==> config.mk <==
export PLATFORM = sky130hd
export DESIGN_NAME = instruction_cache_ctrl
export DESIGN_NICKNAME = d
export VERILOG_FILES = /design/src/rtl/instruction_cache_ctrl_pkg.sv /design/src/rtl/icache_word_select.sv /design/src/rtl/instruction_cache_ctrl.sv
export SDC_FILE = /design/constraint.sdc
export NUM_CORES = 1
export LEC_CHECK = 0
export ABC_CLOCK_PERIOD_IN_PS = 11100
export BUFFER_PORTS_ARGS = -buffer_cell sky130_fd_sc_hd__buf_2
export CAP_MARGIN = 0
export CORE_MARGIN = 4
export CORE_UTILIZATION = 27
export CTS_BUF_LIST = sky130_fd_sc_hd__clkbuf_16
export DETAILED_ROUTE_END_ITERATION = 8
export SLEW_MARGIN = 10
export SYNTH_ARGS = -nofsm -noshare
export SYNTH_HDL_FRONTEND = slang
export SYNTH_SLANG_ARGS = --single-unit
==> constraint.sdc <==
create_clock -name clock -period 11.1 [get_ports clock]
set_clock_uncertainty 0.1 [all_clocks]
set_input_delay 0.555 -clock clock [delete_from_list [all_inputs] [get_ports clock]]
set_output_delay 0.555 -clock clock [all_outputs]
set_load 0.02 [all_outputs]
==> src/rtl/instruction_cache_ctrl_pkg.sv <==
// Shared field widths and FSM state encoding for the instruction cache controller.
package instruction_cache_ctrl_pkg;

    localparam int OFFSET_W        = 4;
    localparam int DEF_ADDR_W      = 10;
    localparam int DEF_INDEX_W     = 3;
    localparam int DEF_BLOCK_W     = 128;
    localparam int WORD_W          = 32;
    localparam int WORDS_PER_BLOCK = DEF_BLOCK_W / WORD_W;

    typedef enum logic [1:0] {
        S_IDLE     = 2'd0,
        S_MEM_READ = 2'd1,
        S_UPDATE   = 2'd2
    } state_e;

endpackage

==> src/rtl/icache_word_select.sv <==
// Combinational block-to-word mux; word 0 is the least significant 32 bits of the block.
module icache_word_select #(
    parameter int BLOCK_W = 128,
    parameter int WORD_W  = 32,
    parameter int SEL_W   = $clog2(BLOCK_W / WORD_W)
) (
    input  logic [BLOCK_W-1:0] block_i,
    input  logic [SEL_W-1:0]   sel_i,
    output logic [WORD_W-1:0]  word_o
);

    always_comb begin
        word_o = block_i[sel_i*WORD_W +: WORD_W];
    end

endmodule

==> src/rtl/instruction_cache_ctrl.sv <==
// Direct-mapped instruction cache with a single-block fill FSM.
// Optional hit/miss counters are built when ICACHE_STATS_EN is defined.
module instruction_cache_ctrl
    import instruction_cache_ctrl_pkg::*;
#(
    parameter int ADDR_W  = DEF_ADDR_W,
    parameter int INDEX_W = DEF_INDEX_W,
    parameter int BLOCK_W = DEF_BLOCK_W,
    localparam int TAG_W  = ADDR_W - INDEX_W - OFFSET_W
) (
    input  logic                     clock,
    input  logic                     reset_n,
    input  logic [ADDR_W-1:0]        address,
    input  logic                     read,
    output logic [WORD_W-1:0]        readinst,
    output logic                     busywait,
    output logic                     mem_read,
    output logic [TAG_W+INDEX_W-1:0] mem_address,
    input  logic [BLOCK_W-1:0]       mem_readinst,
    input  logic                     mem_busywait
`ifdef ICACHE_STATS_EN
    ,
    output logic [15:0]              hit_count,
    output logic [15:0]              miss_count
`endif
);

    localparam int NUM_BLOCKS = 1 << INDEX_W;
    localparam int SEL_W      = $clog2(BLOCK_W / WORD_W);

    state_e                 state_q;
    logic                   mem_read_q;
    logic                   first_q;
    logic [TAG_W-1:0]       tag_lat_q;
    logic [INDEX_W-1:0]     index_lat_q;
    logic [NUM_BLOCKS-1:0]  valid_q;
    logic [TAG_W-1:0]       tag_q  [NUM_BLOCKS];
    logic [BLOCK_W-1:0]     data_q [NUM_BLOCKS];

    logic [TAG_W-1:0]       tag;
    logic [INDEX_W-1:0]     index;
    logic [SEL_W-1:0]       wsel;
    logic                   hit;
    logic                   unused_addr_bits;

    assign tag              = address[ADDR_W-1 -: TAG_W];
    assign index            = address[OFFSET_W +: INDEX_W];
    assign wsel             = address[OFFSET_W-1 -: SEL_W];
    assign unused_addr_bits = ^address[OFFSET_W-SEL_W-1:0];

    assign hit         = read & valid_q[index] & (tag_q[index] == tag);
    assign mem_read    = mem_read_q;
    assign mem_address = {tag_lat_q, index_lat_q};

    always_comb begin
        busywait = 1'b1;
        if (state_q == S_IDLE) begin
            busywait = read & ~hit;
        end
    end

    icache_word_select #(
        .BLOCK_W (BLOCK_W),
        .WORD_W  (WORD_W)
    ) u_word_select (
        .block_i (data_q[index]),
        .sel_i   (wsel),
        .word_o  (readinst)
    );

    // first_q holds off the exit check for one edge so the memory has time to raise busywait.
    always_ff @(posedge clock or negedge reset_n) begin
        if (!reset_n) begin
            state_q     <= S_IDLE;
            mem_read_q  <= 1'b0;
            first_q     <= 1'b0;
            tag_lat_q   <= '0;
            index_lat_q <= '0;
            valid_q     <= '0;
        end else begin
            case (state_q)
                S_IDLE: begin
                    if (read && !hit) begin
                        tag_lat_q   <= tag;
                        index_lat_q <= index;
                        mem_read_q  <= 1'b1;
                        first_q     <= 1'b1;
                        state_q     <= S_MEM_READ;
                    end
                end
                S_MEM_READ: begin
                    if (first_q) begin
                        first_q <= 1'b0;
                    end else if (!mem_busywait) begin
                        mem_read_q <= 1'b0;
                        state_q    <= S_UPDATE;
                    end
                end
                S_UPDATE: begin
                    valid_q[index_lat_q] <= 1'b1;
                    state_q              <= S_IDLE;
                end
                default: begin
                    mem_read_q <= 1'b0;
                    first_q    <= 1'b0;
                    state_q    <= S_IDLE;
                end
            endcase
        end
    end

    // Tag and data arrays carry no reset; valid bits alone qualify them.
    always_ff @(posedge clock) begin
        if (state_q == S_UPDATE) begin
            data_q[index_lat_q] <= mem_readinst;
            tag_q[index_lat_q]  <= tag_lat_q;
        end
    end

`ifdef ICACHE_STATS_EN
    logic [15:0] hit_count_q;
    logic [15:0] miss_count_q;

    assign hit_count  = hit_count_q;
    assign miss_count = miss_count_q;

    always_ff @(posedge clock or negedge reset_n) begin
        if (!reset_n) begin
            hit_count_q  <= '0;
            miss_count_q <= '0;
        end else if (state_q == S_IDLE && read) begin
            if (hit) begin
                if (hit_count_q != 16'hFFFF) hit_count_q <= hit_count_q + 16'd1;
            end else begin
                if (miss_count_q != 16'hFFFF) miss_count_q <= miss_count_q + 16'd1;
            end
        end
    end
`endif

endmodule

# Word-level counts from Yosys, hierarchy flattened
# Memories as Yosys holds them, arrays and structs flattened.
# Cells that the tools add are included.
[word_totals]
reg_bits = 18
latchBits = 0
ram_bits = 1048
romBits = 0
inputBits = 142
out_inout_bits = 40
word_cells = 48
n_memories = 2
[op_classes]
n_addsub = 0
mul = 0
n_div = 0
magnitude_cmp = 3
eq_ne = 6
n_shift = 1
n_mux = 16
bitwise = 6
reduce_logical = 8
[mem_list]
columns = ["name", "depth", "word_bits", "read_ports", "rd_clocked_by_memory_dff", "wr", "line", "source"]
rows = [
  ["data_q", 8, 128, 1, 0, 1, "instruction_cache_ctrl.sv:38", "logic [BLOCK_W-1:0] data_q [NUM_BLOCKS];"],
  ["tag_q", 8, 3, 1, 0, 1, "instruction_cache_ctrl.sv:37", "logic [TAG_W-1:0] tag_q [NUM_BLOCKS];"],
]
[op_table]
columns = ["operator", "n"]
rows = [
  ["$shiftx 128x8->32", 1],
  ["$lt 3x4->1 const B", 2],
  ["$mux 1", 8],
  ["$or 8x8->8", 1],
  ["$mux 2", 3],
  ["$ne 2x2->1 const B", 2],
  ["$pmux 2 s2", 1],
  ["$reduce_and 2->1", 2],
  ["$reduce_and 4->1", 1],
  ["$and 1x1->1", 3],
  ["$bmux 1 s3", 1],
  ["$demux 1 s3", 1],
  ["$eq 3x3->1", 1],
  ["$ge 3x1->1 const B", 1],
  ["$pmux 1 s3", 1],
  ["$reduce_and 3->1", 1],
  ["$eq 2x1->1 const B", 1],
  ["$eq 2x2->1 const B", 1],
  ["$logic_and 1x1->1", 2],
  ["$logic_not 2->1", 1],
  ["$ne 2x1->1 const B", 1],
  ["$not 1->1", 2],
  ["$pmux 1 s2", 1],
  ["$logic_not 1->1", 1],
]

# Depth between registers and ports, before layout
[depth]
ltp_word = 8
ltp_mapped = 8
mapped_depth_nobuf = 6

# By module
# From an unflattened synthesis, not the netlist that was laid out.
[hier_totals]
hier_cells = 1627
hier_area_um2 = 40810.4
[by_module_without_submodules]
columns = ["module", "n_inst", "cells_per_inst", "area_per_inst_um2", "seq_area_each_um2"]
rows = [
  ["instruction_cache_ctrl", 1, 1588, 39995.9, 31920.6],
  ["icache_word_select", 1, 39, 814.5, 0.0],
]

# Worst setup path after synthesis
# Ideal clock, no wire load.
[synth_timing]
kind = "register -> register"
startpoint = "register index_lat_q[0]"
endpoint = "register valid_q[0]"
setup_time_ns = 0.122
t_arrival_ns = 10.684
setup_slack_ns = 0.195
path_stages_with_launch = 4
n_path_buf = 0
synth_period_minus_slack_ns = 10.905
path_cell_list = "dfrtp_1 > or3b_2 > nor3_1 > or2_2"
[synth_via]
elab_chain_cells = 5
[synth_lines]
columns = ["item", "line", "source"]
rows = [
  ["from (decl)", "instruction_cache_ctrl.sv:35", "logic [INDEX_W-1:0] index_lat_q;"],
  ["from (signal assigned)", "instruction_cache_ctrl.sv:85", "index_lat_q <= index;"],
  ["$lt 3x4->1 (not written as such) / $ge 3x1->1 (equally long branches)", "instruction_cache_ctrl.sv:100", "valid_q[index_lat_q] <= 1'b1;"],
  ["$logic_and 1x1->1 (not written as such)", "instruction_cache_ctrl.sv:100", ""],
  ["$mux 1 (not written as such)", "instruction_cache_ctrl.sv:100", ""],
  ["$demux 1 s3 (*)", "instruction_cache_ctrl.sv:100", ""],
  ["$or 8x8->8 (no source line) (*)", "n/a", ""],
  ["to (signal assigned)", "instruction_cache_ctrl.sv:79", "valid_q <= '0;"],
  ["to (signal, indexed assignment)", "instruction_cache_ctrl.sv:100", ""],
  ["to (decl)", "instruction_cache_ctrl.sv:36", "logic [NUM_BLOCKS-1:0] valid_q;"],
]
# Mark *: on every way between the ends. The rest lies on a longest branch, timed or not.
# A chain may end at the register's enable or synchronous reset.

# Final worst setup path
[layout_timing]
startpoint = "input port address[4]"
endpoint = "output port readinst[29]"
[layout_via]
elab_chain_cells = 2
[layout_lines]
columns = ["item", "line", "source"]
rows = [
  ["from (decl)", "instruction_cache_ctrl.sv:13", "input logic [ADDR_W-1:0] address,"],
  ["$mem_v2 8x128", "n/a", ""],
  ["$shiftx 128x8->32", "icache_word_select.sv:13", "word_o = block_i[sel_i*WORD_W +: WORD_W];"],
  ["to (decl)", "instruction_cache_ctrl.sv:15", "output logic [WORD_W-1:0] readinst,"],
]
# No other way between the ends.

==> results.md <==
- CTS Buf Count: 103
- Top cell type's share of synthesized area: 77.8%
- Worst stage delay on the critical path: 0.89 ns
- CP arrival: 4.51 ns
- Drt initial violations: 1300
- Fin crit share: 46.6%
- # IOs: 182
- DP HPWL: 52100 um
- Critical Path RT: 10.45 ns
- CORE AREA: 0.148 mm2
- Leak: 15.0 nW
- Post-CTS sizing: 0
- Buffers on Ports: 179
- Final GP Congestion: 0.722
- Worst setup EP type: output pin
- Worst R2R End: data_q[5][39]$_DFFE_PP_
- CP max FO: 50
- Slew Limit Fails: 0
- Status: completed
- Final nets: 2058
- Post-synth top area cell: edfxtp_1
- Die W: 395 um
- Vias in the first global route: 19000
- Tmin final: 5.17 ns
- Gate Count Post-Synth: 1560
- Hold depth: 1
- Top cells by area, synth: edfxtp_1 78%, mux4_2 18%, mux2_2 1.2%
- Comb pwr share: 8.2%
- Yosys cell types: 29
- Total number of vias: 17900
- Syn-to-layout area delta: 19.0%
- Clock-pin slew on the worst setup and hold paths: 0.06 ns
- Cell family with the largest share of critical-path delay: buffers and inverters
- Pre-antenna DRT Iters: 5
- # rows: 141
- CP startpoint kind: primary input
- Die Y-Extent: 395 um
- Clk_lat worst skew: 0.69 ns
- Slew @ Worst Pin: 1.27 ns
- Routed length per instance: 23.0 um
- Crit-path slowest cell: buf_4
- Internal power: 6.68 mW
- Hold path endpoint: data_q[6][86]$_DFFE_PP_
- RSZ-0062 raised after global routing: false
- Power Total: 8.63 mW
- Wirelength, routed: 92300 um
- Total grt overflow: 0
- Die Area: 0.156 mm2
- Clock sinks: 1066
- Net Sw Frac: 22.6%
- Number of remaining DRC errors: 0
- Sequential-to-total area share from yosys stat: 78.9%
- H-tree depth: 3
- Hold crit path type: primary input to register
- Via-to-Cell Ratio: 4.46
- Initial Utilization: 27.3%
- Setup violators final: 0
- Final hold violation count: 0
- WP buf/inv: 4
- Share of cells above drive strength 1: 36.7%
- Relative slew margins: 15.1%
- #FFs+latches synth: 1066
- Cell area power density: 179 mW/mm2
- CP Class: primary input to output pin
- Worst R2R Start: state_q[0]$_DFFE_PN0P_
- First-pass GRT wire length: 134000 um
- Routed Antenna Nets: 0
- CTS tree: done
- Reg power frac: 54.2%
- Pin count of the biggest net entering global routing: 153
- Initial antenna violation count: 30
- Warnings from Yosys: 0
- Syn_nets: 1702
- Max Root-Sink Buffers: 3
- Post-Syn Area per Cell: 25.9 um2
- R2R cell count: 5
- Post-Syn Area: 0.0405 mm2
- Max Cap Viol: 0
- Highest clock rate: 194 MHz
- Fin Setup TNS: 0 ns
- Root Buffer Master: clkbuf_16
- Clock power frac: 37.5%
- R2r setup slk: 6.97 ns
- Hold Startpoint: mem_readinst[86]
- Worst VDD drop: 0.000119 V
- Total track usage: 11.7%
- CP cell instances: buf_8 > buf_4 > buf_4 > mux4_2 > mux4_2 > mux2_2 > buf_2
- Psw: 1.95 mW
## worst max-delay path by stage
stage,slack [ns],from,depth (start not counted),endpoint
floorplan,0.19,index_lat_q[0]$_DFFE_PN0P_,3,valid_q[0]$_DFFE_PN0P_
global placement,5.80,address[4],7,readinst[29]
detailed placement,5.77,address[4],7,readinst[29]
CTS,5.77,address[4],7,readinst[29]
global route,5.53,address[4],7,readinst[29]
finish,5.93,address[4],7,readinst[29]
## timing repair
| item | 4_1_cts | 5_1_grt |
|---|---|---|
| hold buffers | 119 | 0 |
| buffers inserted | 0 | 0 |
| endpoints found under the hold margin | 945 | 0 |
## cells in the mapped netlist
library cell and count:
a2111oi_0 1, buf_1 15, buf_2 8, buf_4 21, buf_6 7, clkbuf_1 27
dfrtp_1 18, edfxtp_1 1048, inv_1 2, mux2_2 42, mux2i_1 2, mux4_2 326
nand2_1 4, nand2b_1 5, nand3_1 1, nand3b_1 1, nor2_1 8, nor2b_1 1
nor3_1 3, nor3b_1 1, o211ai_4 1, o21ai_0 3, o22ai_1 1, o311ai_0 1
o31ai_1 1, or2_2 8, or3b_2 1, or4_1 1, xor2_1 2
## metrics by stage
stage,worst slack [ns],hold WS (ns),instances,area (um2),utilization (%)
finish,5.93,0.0552,4014,48200,32.5
global route,5.53,0.00967,4007,48100,32.4
CTS,5.77,0.000144,4003,48100,32.4
detailed placement,5.77,0.362,3694,43800,29.5
global placement,5.80,0.347,3694,43800,29.5
floorplan,0.195,0.159,1560,40500,-
## layer usage
metal | global-route usage, % | vias up | share of wire [%]
met5 | 0 | - | 0.050
met4 | 2.91 | 8 | 2.5
met3 | 3.26 | 138 | 6.2
met2 | 20.1 | 502 | 51
met1 | 14.6 | 9673 | 40
li1 | - | 7572 | -
## power groups by stage
stage	registers, mW	logic (mW)	clock network, mW
after CTS	4.68	0.733	3.34
after floorplan	4.79	0.389	0
final	4.68	0.709	3.24
after global routing	4.70	0.764	3.51
after global placement	4.75	0.674	0
after detailed placement	4.77	0.688	0
## worst reg2reg max path, cell delays in order (launching register included)
cell and delay, ns:
dfrtp_1 0.42, nand3b_1 0.39, nor2_4 0.54, buf_4 0.81, buf_4 0.67, buf_4 0.72
## state kept, by name, indices dropped and copies added (netlist names)
name	flops
data_q	1024
tag_q	24
valid_q	8
index_lat_q	3
tag_lat_q	3
state_q	2
first_q	1
mem_read	1
## layout by cell type (no fill, tap or decap), types with 3 or more instances in the layout
cell	count
nand2b_1	5
mux4_2	326
dlygate4sd3_1	119
clkinv_2	14
buf_4	29
clkinv_1	23
buf_2	175
clkinvlp_4	6
edfxtp_1	1048
inv_16	3
nand2_1	4
or2_2	8
mux2_2	42
bufinv_16	3
o21ai_0	3
buf_12	3
nor2_4	6
inv_6	3
diode_2	11
inv_1	31
clkbuf_16	103
dfrtp_1	18
## final cells by class
class                   count  area [um2]
clock inverters            87         578
repair buffers            329        2390
multi-input cells         414        8160
flip-flops and latches   1066       31900
clock buffers             103        2580
diodes                     11        27.5
inverters                   2        7.51
fillers                 13900      100000
well taps                2002        2500
## kinds of logic after synthesis
family | synth area share [%]
and+or+nand+nor | 0.455
buffers and inverters | 1.09
muxes | 19.4
xor gates and xnor gates | 0.0433
DFF | 78.9
AOI/OAI and AO/OA | 0.167
Power figures use the tool's default switching activity.
